**config.mk**
```make
export PLATFORM = sky130hd
export DESIGN_NAME = fetch
export DESIGN_NICKNAME = d
export VERILOG_FILES = /design/src/rtl/fetch.sv
export SDC_FILE = /design/constraint.sdc
export NUM_CORES = 1
export LEC_CHECK = 0
export ABC_AREA = 1
export CAP_MARGIN = 5
export CORE_MARGIN = 2
export CORE_UTILIZATION = 48
export DETAILED_ROUTE_END_ITERATION = 16
export PLACE_DENSITY = 0.73
export SYNTH_ARGS = -nofsm -noshare
export SYNTH_HDL_FRONTEND = slang
export SYNTH_SLANG_ARGS = --single-unit
```
**constraint.sdc**
```tcl
create_clock -name clk -period 13.6 [get_ports clk]
set_clock_uncertainty 0.1 [all_clocks]
set_input_delay 2.72 -clock clk [delete_from_list [all_inputs] [get_ports clk]]
set_output_delay 2.72 -clock clk [all_outputs]
set_load 0.1 [all_outputs]
```
**src/rtl/fetch.sv**
```systemverilog
// Instruction-fetch front end: owns the fetch PC, keeps at most one
// instruction-memory read in flight, queues returned words with their
// addresses in a small prefetch buffer and presents the head to decode.
module fetch #(
  parameter logic [31:0] RESET_PC = 32'h0000_0000,
  parameter logic [31:0] PC_INC   = 32'd1,
  parameter int          DEPTH    = 2
) (
  input  logic        clk,
  input  logic        rst,
  output logic        imem_rd,
  output logic [31:0] imem_addr,
  input  logic        imem_rdy,
  input  logic        imem_rvalid,
  input  logic [31:0] imem_rdata,
  input  logic        stall,
  input  logic        Branch,
  input  logic [31:0] BrPC,
  output logic [31:0] inst,
  output logic [31:0] pc_o,
  output logic        inst_valid
);

  localparam int PTR_W = (DEPTH > 1) ? $clog2(DEPTH) : 1;
  localparam int CNT_W = $clog2(DEPTH + 1);
  localparam logic [CNT_W:0] DEPTH_V = (CNT_W + 1)'(DEPTH);

  typedef enum logic [1:0] {
    IDLE = 2'd0,
    WAIT = 2'd1,
    DROP = 2'd2
  } state_t;

  state_t             state_q, state_d;
  logic [31:0]        fpc_q, fpc_d;
  logic [31:0]        tag_q, tag_d;
  logic [CNT_W-1:0]   cnt_q, cnt_d;
  logic [PTR_W-1:0]   rd_ptr_q, rd_ptr_d;
  logic [PTR_W-1:0]   wr_ptr_q, wr_ptr_d;
  logic [31:0]        buf_inst_q [DEPTH];
  logic [31:0]        buf_inst_d [DEPTH];
  logic [31:0]        buf_pc_q   [DEPTH];
  logic [31:0]        buf_pc_d   [DEPTH];

  logic               in_wait;
  logic               pop;
  logic               push;
  logic               accept;
  logic [CNT_W:0]     occ;

  assign imem_addr  = fpc_q;
  assign inst_valid = (cnt_q != '0);
  assign inst       = buf_inst_q[rd_ptr_q];
  assign pc_o       = buf_pc_q[rd_ptr_q];

  // Request/accept decision, redirect handling, buffer push/pop and FSM next state.
  // A new read is only issued when the word it will return is guaranteed a slot:
  // the occupancy counts the word still owed by the outstanding read and credits
  // the head leaving this cycle, so a full buffer can never be pushed.
  always_comb begin
    state_d    = state_q;
    fpc_d      = fpc_q;
    tag_d      = tag_q;
    cnt_d      = cnt_q;
    rd_ptr_d   = rd_ptr_q;
    wr_ptr_d   = wr_ptr_q;
    buf_inst_d = buf_inst_q;
    buf_pc_d   = buf_pc_q;

    in_wait = (state_q == WAIT);
    pop     = inst_valid && !stall && !Branch;
    push    = in_wait && imem_rvalid && !Branch;
    occ     = {1'b0, cnt_q} + (CNT_W + 1)'(in_wait) - (CNT_W + 1)'(pop);
    imem_rd = !rst && !Branch && (occ < DEPTH_V) &&
              ((state_q == IDLE) || (in_wait && imem_rvalid));
    accept  = imem_rd && imem_rdy;

    if (Branch) begin
      cnt_d    = '0;
      rd_ptr_d = wr_ptr_q;
      fpc_d    = BrPC;
      case (state_q)
        WAIT:    state_d = imem_rvalid ? IDLE : DROP;
        DROP:    state_d = imem_rvalid ? IDLE : DROP;
        default: state_d = IDLE;
      endcase
    end else begin
      case (state_q)
        IDLE:    if (accept) state_d = WAIT;
        WAIT:    if (imem_rvalid) state_d = accept ? WAIT : IDLE;
        DROP:    if (imem_rvalid) state_d = IDLE;
        default: state_d = IDLE;
      endcase

      if (accept) begin
        fpc_d = fpc_q + PC_INC;
        tag_d = fpc_q;
      end

      if (push) begin
        buf_inst_d[wr_ptr_q] = imem_rdata;
        buf_pc_d[wr_ptr_q]   = tag_q;
        wr_ptr_d             = wr_ptr_q + PTR_W'(1);
      end

      if (pop) begin
        rd_ptr_d = rd_ptr_q + PTR_W'(1);
      end

      cnt_d = cnt_q + CNT_W'(push) - CNT_W'(pop);
    end
  end

  // All fetch state, including the buffer contents, with asynchronous reset.
  always_ff @(posedge clk or posedge rst) begin
    if (rst) begin
      state_q  <= IDLE;
      fpc_q    <= RESET_PC;
      tag_q    <= '0;
      cnt_q    <= '0;
      rd_ptr_q <= '0;
      wr_ptr_q <= '0;
      for (int i = 0; i < DEPTH; i++) begin
        buf_inst_q[i] <= '0;
        buf_pc_q[i]   <= '0;
      end
    end else begin
      state_q    <= state_d;
      fpc_q      <= fpc_d;
      tag_q      <= tag_d;
      cnt_q      <= cnt_d;
      rd_ptr_q   <= rd_ptr_d;
      wr_ptr_q   <= wr_ptr_d;
      buf_inst_q <= buf_inst_d;
      buf_pc_q   <= buf_pc_d;
    end
  end

endmodule

```
After elaboration in Yosys (flattened, before gate mapping):

Cells that the tools add are included.

* bits in registers: 198
* output and inout bits: 98
* word-level logic and storage cells: 73

* add/sub/neg operators: 7
* magnitude comparators: 4
* equality and inequality tests: 5
* multiplexer cells: 23
* bitwise operators: 3
* reductions and logical operators: 21

Operators by type and width (count)
* two-way mux 32 bit: 9
* bitwise mux 64 bit: 2
* adder 32 x 1 -> 32 bit (second input constant): 1
* demux 32 bit (select 1 bit): 1
* two-way mux 2 bit: 7
* logical AND 1 bit: 9
* inequality test 3 bit (second input constant): 3
* case mux 2 bit (3 select lines): 1
* nonzero test 2 bit: 3
* >= comparator 2 bit (second input constant): 2
* inverter 1 -> 2 bit: 2
* AND reduction 2 bit: 2
* adder 2 x 1 -> 3 bit: 1
* zero test 1 bit: 3
* less-than comparator 3 x 2 -> 1 bit (second input constant): 1
* two-way mux 1 bit: 3
* AND reduction 3 bit: 1
* subtractor 3 x 1 -> 3 bit: 1
* adder 1 bit (second input constant): 2
* adder 2 x 1 -> 2 bit: 1
* == test 2 x 1 -> 1 bit (second input constant): 1
* == test 2 bit (second input constant): 1
* zero test 2 bit: 1
* less-than comparator 2 x 1 -> 1 bit (second input constant): 1
* 4 further kinds: 4

Logic depth before layout (Yosys ltp):

Gate-level depths: netlist (run 1).

* depth in word-level cells: 12
* mapped depth: 15

Worst setup path before layout (run 1):

No wires, ideal clock.

* kind: in2out
* start: input port rst
* end: output port imem_rd
* arrival time: 7951 ps
* required time: 10780 ps
* path slack: 2829 ps
* stages: 5
* buffers on the path: 0
* path through: inv_1 -> nand3_1 -> nor2_1 -> nand2_1 -> inv_1

* cells in the longest elaborated chain, start to end: 4

Ends and longest elaborated chain
* from (decl): line 10 `input logic rst,`
* zero test 1 bit (no source line)
* logical AND 1 bit (3 in series): line 74 `imem_rd = !rst && !Branch && (occ < DEPTH_V) &&`
* to (decl): line 11 `output logic imem_rd,`

No other way between the ends.

Worst setup path after layout (run 1):

* start: input port Branch
* end: output port imem_rd

* cells in the longest elaborated chain, start to end: 6
* elaborated cells on any way between the ends: 7
* those cells by class: 1 x add/sub; 1 x order compare; 5 x reduce/logical

Ends and longest elaborated chain
* from (decl): line 17 `input logic Branch,`
* zero test 1 bit (*): line 71, 74
* logical AND 1 bit: line 71 `pop = inst_valid && !stall && !Branch;`
* subtractor 3 x 1 -> 3 bit: line 73 `occ = {1'b0, cnt_q} + (CNT_W + 1)'(in_wait) - (CNT_W + 1)'(pop);`
* less-than comparator 3 x 2 -> 1 bit: line 74
* logical AND 1 bit (*) (2 in series): line 74

Every way passes the cells marked *; elsewhere a longest branch is shown, timed or not.

==> flow_summary.yaml, run 1 <==
status:
  status: "finished, final reports clean"
die:
  core_area_um2: 20170
  rows: 52
  initial_core_util_pct: 48.83
  die_area_um2: 21680
  die_h_um: 147.2
  die_w_um: 147.2
  io_pins: 168
yosys:
  synthAdderAreaFrac_pct: 1.093
  synthMuxAreaShare_pct: 0
  ys_ff_latch: 198
  synthTopCellsByArea: "dfrtp_1 50%, nand2_1 22%, o21ai_0 5.5%"
  synth-main-ff-cell: "dfrtp_1"
  synth-compound-area-share_pct: 11.52
  syn_area_um2: 9848
  yosysTopAreaCell: "dfrtp_1"
  synthMostInstantiatedCell: "nand2_1"
  async_flop_share_pct: 100.0
  synth_edf_count: 0
  syn_avg_cell_area_um2: 7.634
  syn_nets: 1368
  synth_top_family_by_area: "simple AND/OR/NAND/NOR gates"
  yosysSeqAreaShare_pct: 50.31
  synth_top_area_share_pct: 50.31
  synth.yosys.warnings: 0
  synth-simple-area-share_pct: 27.51
  syn_inst: 1290
  synth_cell_types: 25
  synth_xor_area_share_pct: 0.8004
  yosys-top-cells-count: "566 x nand2_1, 198 x dfrtp_1, 134 x inv_1"
cts:
  clock_path_buffers: 2
  numCtsBuffers: 17
  ctsResizeCount: 0
  clk_root_buffer_cell: "clkbuf_16"
  ctsHtreeMaxLevel: 4
  postCtsHoldBufs: 0
  clk_latency_ns: 0.43
  cts_sinks: 198
  cts_setup_buffers: 0
  cts_tree: "done"
  path_clk_slew_ns: 0.06
power_and_ir_drop:
  leakage_nw: 6.063
  finalPower_w: 0.002861
  power_density_nw_per_um2: 234.7
  ir_drop_uv: 112.9
global_route:
  grt.total_usage_pct: 21.94
  grt_overflow: 0
  antenna_found_initial: 0
  grt_max_degree: 126
  grt_pass1_vias: 7818
  grt_pass1_wl_um: 38650
sta:
  setup_ws_ns: 4.542
  tns_ns: 0
  fmax_ghz: 0.1104
  rsz0062_at_grt: "false"
  hold_viol: 0
  period_minus_slack_ns: 9.058
  setup_violations: 0
  fin_hold_ws_ns: 0.3826
  slew_headroom_pct: 24.79
  drv_slew: 0
  tightest_slew_ns: 1.128
  fin_crit_sh_pct: 66.60
setup_path:
  cp_num_buf_inv: 4
  start_kind: "input pin"
  critPathCaptureType: "output pin"
  r2r_start: "cnt_q[1]$_DFF_PP0_"
  critPathLaunch: "Branch"
  crit_fanout: 41
  crit_family: "buffers and inverters"
  critical_path_arrival_ns: 6.24
  critPathSlowestCell: "clkdlybuf4s50_1"
  cp_slowest_stage_delay_ns: 1.12
  crit_required_ns: 10.78
  crit_type: "input pin to output pin"
  cp_cell_sequence: "clkdlybuf4s50_1 -> buf_4 -> nor2_1 -> ha_1 -> or2_2 -> fa_1 -> nand3_1 -> nor2_1 -> nand2_1 -> inv_1 -> clkdlybuf4s50_1"
route:
  wl_per_cell_um: 13.46
  num_vias: 8305
  wirelength_um: 22940
  drc_errors: 0
  ant_nets: 0
  drt_first_iter_violations: 582
  via_per_inst: 4.874
  dr.pass1.iters: 5
placement:
  gp_congestion: 0.9353
  io_buffers: 167
  dpl.hpwl_um: 15000
  dp_slack_ns: 4.520
layout:
  area_growth_pct: 23.77
  diodes: 0
  drive_gt1_share_pct: 7.531
  fin_nets: 1499
  fin_util_pct: 60.43
run:
  cap_violations: 0
hold_path:
  min-delay-start: "buf_inst_q[52]$_DFFE_PP0P_"
  hold_path.class: "register to register"
-- worst min-delay path, delay by kind of cell (launching register included) --
family | cells | cell delay, ns
and+or+nand+nor | 1 | 0.06
DFF | 1 | 0.34
AOI/OAI and AO/OA | 1 | 0.05
-- power breakdown --
group	internal, W	switching (W)	leakage [nW]
combinational	0.000342	0.00112	3.19
clock	0.000291	0.000220	0.299
sequential	0.000773	0.000112	2.57
total	0.00141	0.00145	6.06
-- layer usage --
| metal | GRT usage [%] | share of wire [%] |
|---|---|---|
| met1 | 33.29 | 50 |
| met2 | 31.78 | 43 |
| met3 | 4.441 | 5.6 |
| met4 | 6.731 | 2.2 |
| met5 | 0 | 0 |
-- registers in the layout, indices dropped and copies added (netlist names) --
name,count
tag_q,32
state_q,2
imem_addr,32
buf_inst_q,64
rd_ptr_q,1
cnt_q,2
wr_ptr_q,1
buf_pc_q,64
-- final timing paths --
| path | endpoint | slack (ns) | cells after the start |
|---|---|---|---|
| setup / recovery | imem_rd | 4.54 | 11 |
| hold / removal | buf_inst_q[52]$_DFFE_PP0P_ | 0.38 | 2 |
| setup reg to reg | imem_addr[8]$_DFFE_PP0P_ | 9.45 | 13 |
| hold reg to reg | buf_inst_q[52]$_DFFE_PP0P_ | 0.38 | 2 |
| max in group asynchronous | buf_pc_q[43]$_DFFE_PP0P_ | 9.13 | 3 |
| min in group asynchronous | buf_inst_q[56]$_DFFE_PP0P_ | 2.78 | 2 |
-- cell families (layout without fill, tap and decap cells) --
| group | Yosys count | count (layout) |
|---|---|---|
| flip-flops | 198 | 198 |
| XOR/XNOR | 9 | 9 |
| adder cells (fa/ha/maj) | 8 | 8 |
| AO/OA/AOI/OAI | 182 | 182 |
| AND/OR/NAND/NOR | 693 | 693 |
| buffers and inverters | 200 | 344 |
-- per-stage QoR --
step	area [µm²]	cells
3_5_place_dp	11590	1672
5_1_grt	12190	1704
6_report	12190	1704
4_1_cts	12190	1704
3_3_place_gp	11590	1672
2_1_floorplan	9848	1290
-- layout make-up --
cell class | instances | area (µm²)
clock buffers | 21 | 480.5
clock inverters | 11 | 122.6
fillers | 1861 | 7980
inverters | 138 | 525.5
multi-input cells | 892 | 4043
flip-flops and latches | 198 | 4956
well taps | 270 | 337.8
repair buffers | 174 | 1724
-- placed cells by master (no fill, tap or decap) --
cell type and instances:
xnor2_1 2, clkinv_2 4, inv_8 1, nand3_2 1, inv_1 133, inv_2 4, clkinv_4 3, or2_2 2
ha_1 7, clkbuf_8 4, or2_4 1, nor2_4 1, a21oi_1 2, fa_1 1, o21ai_1 9, nand2_1 565
nand3_1 64, o21ai_2 55, nor2_2 1, buf_4 7, dfrtp_1 197, nor2_1 56, nor3_2 1, clkdlybuf4s50_1 167
dfrtp_2 1, o21ai_0 109, inv_6 1, clkinvlp_4 1, o211ai_1 7, clkbuf_16 17, bufinv_16 2, xor2_1 7
nand2_4 1
(Power assumes the default switching activity.)
==> run 2, diff against run 1 <==
--- a/config.mk
+++ b/config.mk
@@ -10,7 +10,7 @@
 export CORE_MARGIN = 2
 export CORE_UTILIZATION = 48
 export DETAILED_ROUTE_END_ITERATION = 16
-export PLACE_DENSITY = 0.73
+export PLACE_DENSITY = 0.76
 export SYNTH_ARGS = -nofsm -noshare
 export SYNTH_HDL_FRONTEND = slang
 export SYNTH_SLANG_ARGS = --single-unit
==> constraint.sdc (replaced) <==
create_clock -name clk -period 8 [get_ports clk]
set_clock_uncertainty 0.1 [all_clocks]
set_input_delay 1.6 -clock clk [delete_from_list [all_inputs] [get_ports clk]]
set_output_delay 1.6 -clock clk [all_outputs]
set_load 0.1 [all_outputs]
==> run 2 against run 1 <==
Global-route usage is 0.19 points higher. Count of clock-buffer cells in the layout stayed put. Register-to-register slack worse by 5.6 ns. Sequential power rose by 71%. Die area stayed put.
==> flow_summary.yaml, run 2 (synthesis gave the netlist of run 1 again) <==
status:
  status: "finished, final reports clean"
layout:
  fin_util_pct: 60.27
  regArea_um2: 4956
  fin_nets: 1501
  layoutNonFillerInstCount: 1705
  multiInputGateArea_um2: 4043
  final_cell_mix: "565 x nand2_1, 197 x dfrtp_1, 166 x clkdlybuf4s50_1"
  layout_commonest_cell: "nand2_1"
  drive_gt1_share_pct: 7.526
  fill_cells: 1827
  area_growth_pct: 23.43
  top_regs: "buf_inst_q: 64 flops, buf_pc_q: 64 flops"
  diodes: 0
sta:
  fin_hold_ws_ns: 0.3817
  fin_crit_sh_pct: 74.74
  tns_ns: 0
  slew_headroom_pct: 30.18
  period_minus_slack_ns: 5.979
  drv_slew: 0
  hold_viol: 0
  fmax_ghz: 0.1673
  tightest_slew_ns: 1.044
  setup_violations: 0
  rsz0062_at_grt: "false"
run:
  cap_violations: 0
route:
  ant_nets: 0
  drc_errors: 0
  num_vias: 8378
  wl_per_cell_um: 13.55
  dr.pass1.iters: 5
  via_per_inst: 4.914
  wirelength_um: 23100
  drt_first_iter_violations: 563
cts:
  clk_root_buffer_cell: "clkbuf_16"
  clk_latency_ns: 0.43
  clock_path_buffers: 2
  cts_setup_buffers: 0
  cts_sinks: 198
  postCtsHoldBufs: 0
  ctsHtreeMaxLevel: 4
  cts_tree: "done"
  numCtsBuffers: 17
  ctsResizeCount: 0
  path_clk_slew_ns: 0.06
setup_path:
  critPathCaptureType: "output pin"
  cp_slowest_stage_delay_ns: 0.48
  cp_num_buf_inv: 4
  crit_required_ns: 6.30
  critical_path_arrival_ns: 4.28
  cp_cell_sequence: "clkdlybuf4s50_1 -> buf_4 -> nor2_1 -> ha_1 -> or2_2 -> fa_1 -> nand3_1 -> nor2_1 -> nand2_1 -> inv_1 -> buf_4"
  crit_type: "input pin to output pin"
  critPathSlowestCell: "fa_1"
  crit_fanout: 41
  start_kind: "input pin"
  crit_family: "buffers and inverters"
die:
  die_area_um2: 21680
  die_h_um: 147.2
  core_area_um2: 20170
  io_pins: 168
  rows: 52
  die_w_um: 147.2
  initial_core_util_pct: 48.83
power_and_ir_drop:
  leakage_nw: 6.031
  ir_drop_uv: 180.5
  finalPower_w: 0.004812
  power_density_nw_per_um2: 395.9
global_route:
  antenna_found_initial: 0
  grt_pass1_wl_um: 39030
  grt.total_usage_pct: 22.13
  grt_pass1_vias: 7886
  grt_overflow: 0
  grt_max_degree: 102
hold_path:
  hold_path.class: "register to register"
placement:
  gp_congestion: 0.9688
  io_buffers: 167
  dp.cells: 1674
  dpl.hpwl_um: 15870
==> run 2: cell types whose count changed in the layout (fill, tap and decap cells not counted), sizes merged <==
cell / delta
buf: +3
bufinv: -1
clkdlybuf4s50: -1
clkinv: -3
clkinvlp: +4
inv: -1
==> run 2: cell type report <==
class / instances / area share [%]
sequential: 198 / 40.77
multi-input combinational: 892 / 33.26
timing repair buffer: 176 / 14.29
inverter: 138 / 4.292
clock buffer: 21 / 3.788
tap: 270 / 2.779
clock inverter: 10 / 0.8235
==> run 2: final timing paths <==
kind                                            start                          to  slack, ns  depth (start not counted)
setup / recovery                               Branch                     imem_rd       2.02                         11
hold / removal             buf_inst_q[43]$_DFFE_PP0P_  buf_inst_q[43]$_DFFE_PP0P_       0.38                          2
setup reg to reg                   cnt_q[1]$_DFF_PP0_    imem_addr[9]$_DFFE_PP0P_       3.80                         13
hold reg to reg            buf_inst_q[43]$_DFFE_PP0P_  buf_inst_q[43]$_DFFE_PP0P_       0.38                          2
max in group asynchronous                         rst        rd_ptr_q$_DFFE_PP0P_       4.48                          4
min in group asynchronous                         rst     buf_pc_q[0]$_DFFE_PP0P_       1.83                          3
==> run 2: through the flow <==
stage | area [µm²] | worst slack (ns)
floorplan | 9852 | 1.159
global placement | 11590 | 2.038
detailed placement | 11590 | 2.021
CTS | 12160 | 2.017
global route | 12160 | 1.814
finish | 12160 | 2.021
==> run 2: worst reg2reg max path: cells and delay by family (launching register included) <==
family	cells	cell delay (ns)
buffers and inverters	2	1.43
AND/OR/NAND/NOR	9	1.39
adder cells (fa/ha/maj)	2	0.70
flip-flops	1	0.45
==> run 2: report_power, final <==
group	internal (W)	switching [W]	leakage (nW)
Sequential	0.00131	0.000194	2.57
Combinational	0.000582	0.00191	3.20
Clock	0.000446	0.000367	0.262
==> run 2: per-layer routing <==
metal  vias to the layer above  global-route usage (%)  share of wire, %
li1                       4249                       -                 -
met1                      3852                   32.99                49
met2                       256                   34.21                45
met3                        21                   2.888               5.3
met4                         0                   6.154               1.1
met5                         -                       0                 0
==> run 3, diff against run 2 <==
==> constraint.sdc (replaced) <==
create_clock -name clk -period 5.5 [get_ports clk]
set_clock_uncertainty 0.1 [all_clocks]
set_input_delay 1.1 -clock clk [delete_from_list [all_inputs] [get_ports clk]]
set_output_delay 1.1 -clock clk [all_outputs]
set_load 0.1 [all_outputs]
==> run 3 against run 2 <==
Sequential power is 45% higher. Combinational power grew 46%. Critical path type unchanged. Clock power up 65%. Non-clock buffer count increased by 1. Largest power group unchanged. Critical endpoint unchanged. Setup slack worse by 1.2 ns. Highest routed layer unchanged.
==> flow_summary.yaml, run 3 (synthesis gave the netlist of run 1 again) <==
setup_path:
  crit_required_ns: 4.30
  cp_num_buf_inv: 4
  crit_fanout: 2
  cp_slowest_stage_delay_ns: 0.48
  cp_cell_sequence: "clkdlybuf4s50_1 -> inv_1 -> nand2_1 -> nor2_1 -> ha_1 -> or2_2 -> fa_1 -> nand3_1 -> nor2_1 -> nand2_1 -> inv_1 -> buf_12"
  start_kind: "input pin"
  critical_path_arrival_ns: 3.46
  critPathSlowestCell: "fa_1"
  crit_type: "input pin to output pin"
  crit_family: "simple AND/OR/NAND/NOR gates"
  critPathCaptureType: "output pin"
cts:
  clk_root_buffer_cell: "clkbuf_16"
  cts_tree: "done"
  ctsHtreeMaxLevel: 4
  cts_sinks: 198
  numCtsBuffers: 17
  path_clk_slew_ns: 0.06
  clk_latency_ns: 0.43
  ctsResizeCount: 0
  cts_setup_buffers: 0
  postCtsHoldBufs: 0
  clock_path_buffers: 2
placement:
  placed_area_um2: 11640
  dpl.hpwl_um: 15390
  dp.cells: 1675
  gp_congestion: 0.8771
  io_buffers: 167
  dp_slack_ns: 0.8490
layout:
  fin_area_um2: 12280
  area_growth_pct: 24.66
  diodes: 0
  drive_gt1_share_pct: 7.655
  layoutNonFillerInstCount: 1707
  layout_commonest_cell: "nand2_1"
  fin_nets: 1502
  final_cell_mix: "565 x nand2_1, 197 x dfrtp_1, 166 x clkdlybuf4s50_1"
  top_regs: "buf_inst_q: 64 flops, buf_pc_q: 64 flops"
  multiInputGateArea_um2: 4043
  fill_cells: 1811
  regArea_um2: 4956
sta:
  setup_violations: 0
  fin_crit_sh_pct: 84.65
  period_minus_slack_ns: 4.656
  fmax_ghz: 0.2148
  setup_ws_ns: 0.8440
  hold_viol: 0
  slew_headroom_pct: 29.93
  tightest_slew_ns: 1.048
  rsz0062_at_grt: "false"
  drv_slew: 0
status:
  status: "finished, final reports clean"
die:
  die_area_um2: 21680
  rows: 52
  io_pins: 168
  die_w_um: 147.2
  die_h_um: 147.2
  core_area_um2: 20170
  initial_core_util_pct: 48.83
route:
  wl_per_cell_um: 13.51
  dr.pass1.iters: 5
  drc_errors: 0
  ant_nets: 0
  via_per_inst: 4.862
  drt_first_iter_violations: 584
  num_vias: 8299
  wirelength_um: 23060
power_and_ir_drop:
  leakage_nw: 6.099
  ir_drop_uv: 353.7
  power_density_nw_per_um2: 583.4
global_route:
  use_met1_pct: 32.72
  grt_max_degree: 147
  antenna_found_initial: 0
  grt_pass1_wl_um: 38470
  grt_util_met3_pct: 4.006
  grtUsageMet2_pct: 33.06
  grt.total_usage_pct: 21.88
  grt_pass1_vias: 7648
  grt_overflow: 0
  grt_most_used_layer: "met2"
run:
  cap_violations: 0
hold_path:
  hold_path.class: "register to register"
run 3: changes by cell type in the layout (fill, tap and decap cells not counted), sizes merged:
| cell | delta |
|---|---|
| clkinvlp | -4 |
| inv | +4 |
| bufinv | +3 |
| buf | +1 |
| clkbuf | -1 |
| clkinv | -1 |
run 3: routing by layer:
metal | vias to the layer above | part of all wire [%]
met5 | - | 0
met4 | 0 | 1.3
met3 | 22 | 5.7
met2 | 244 | 44
met1 | 3781 | 49
li1 | 4252 | -
run 3: cell type report:
class | count | area share [%]
flip-flops and latches | 198 | 40.37
clock buffers | 20 | 3.638
inverters | 138 | 4.250
well taps | 270 | 2.752
repair buffers | 177 | 14.51
multi-input cells | 892 | 32.93
clock inverters | 12 | 1.549
run 3: path summary, 6_finish.rpt:
| kind | slack (ns) | startpoint | cells after the start | end |
|---|---|---|---|---|
| worst min register to register | 0.38 | buf_pc_q[46]$_DFFE_PP0P_ | 2 | buf_pc_q[46]$_DFFE_PP0P_ |
| worst min-delay path | 0.38 | buf_pc_q[46]$_DFFE_PP0P_ | 2 | buf_pc_q[46]$_DFFE_PP0P_ |
| max in group asynchronous | 2.79 | rst | 4 | tag_q[30]$_DFFE_PP0P_ |
| worst max register to register | 2.08 | cnt_q[1]$_DFF_PP0_ | 14 | imem_addr[31]$_DFFE_PP0P_ |
| min in group asynchronous | 1.26 | rst | 3 | cnt_q[1]$_DFF_PP0_ |
| worst max-delay path | 0.84 | stall | 12 | imem_rd |
run 3: per-stage QoR:
step	util, %	hold WS, ns	total power [W]	setup TNS [ns]
after global routing	60.87	0.3935	0.007531	0
after global placement	57.71	0.3641	0.005812	0
after detailed placement	57.71	0.3672	0.005861	0
final	60.87	0.3812	0.007163	0
after CTS	60.87	0.3842	0.007221	0
after floorplan	-	0.3529	0.004999	-0.3413
run 3: worst min-delay path, stage by stage, from the launching register on:
cell     delay [ns]
dfrtp_1        0.34
nand2_1        0.06
o21ai_2        0.05
run 3: power breakdown:
part           internal (W)  leakage (nW)  switching [W]
Clock              0.000785         0.311       0.000559
Sequential          0.00191          2.57       0.000279
Combinational      0.000851          3.22        0.00278
Total               0.00355          6.10        0.00362
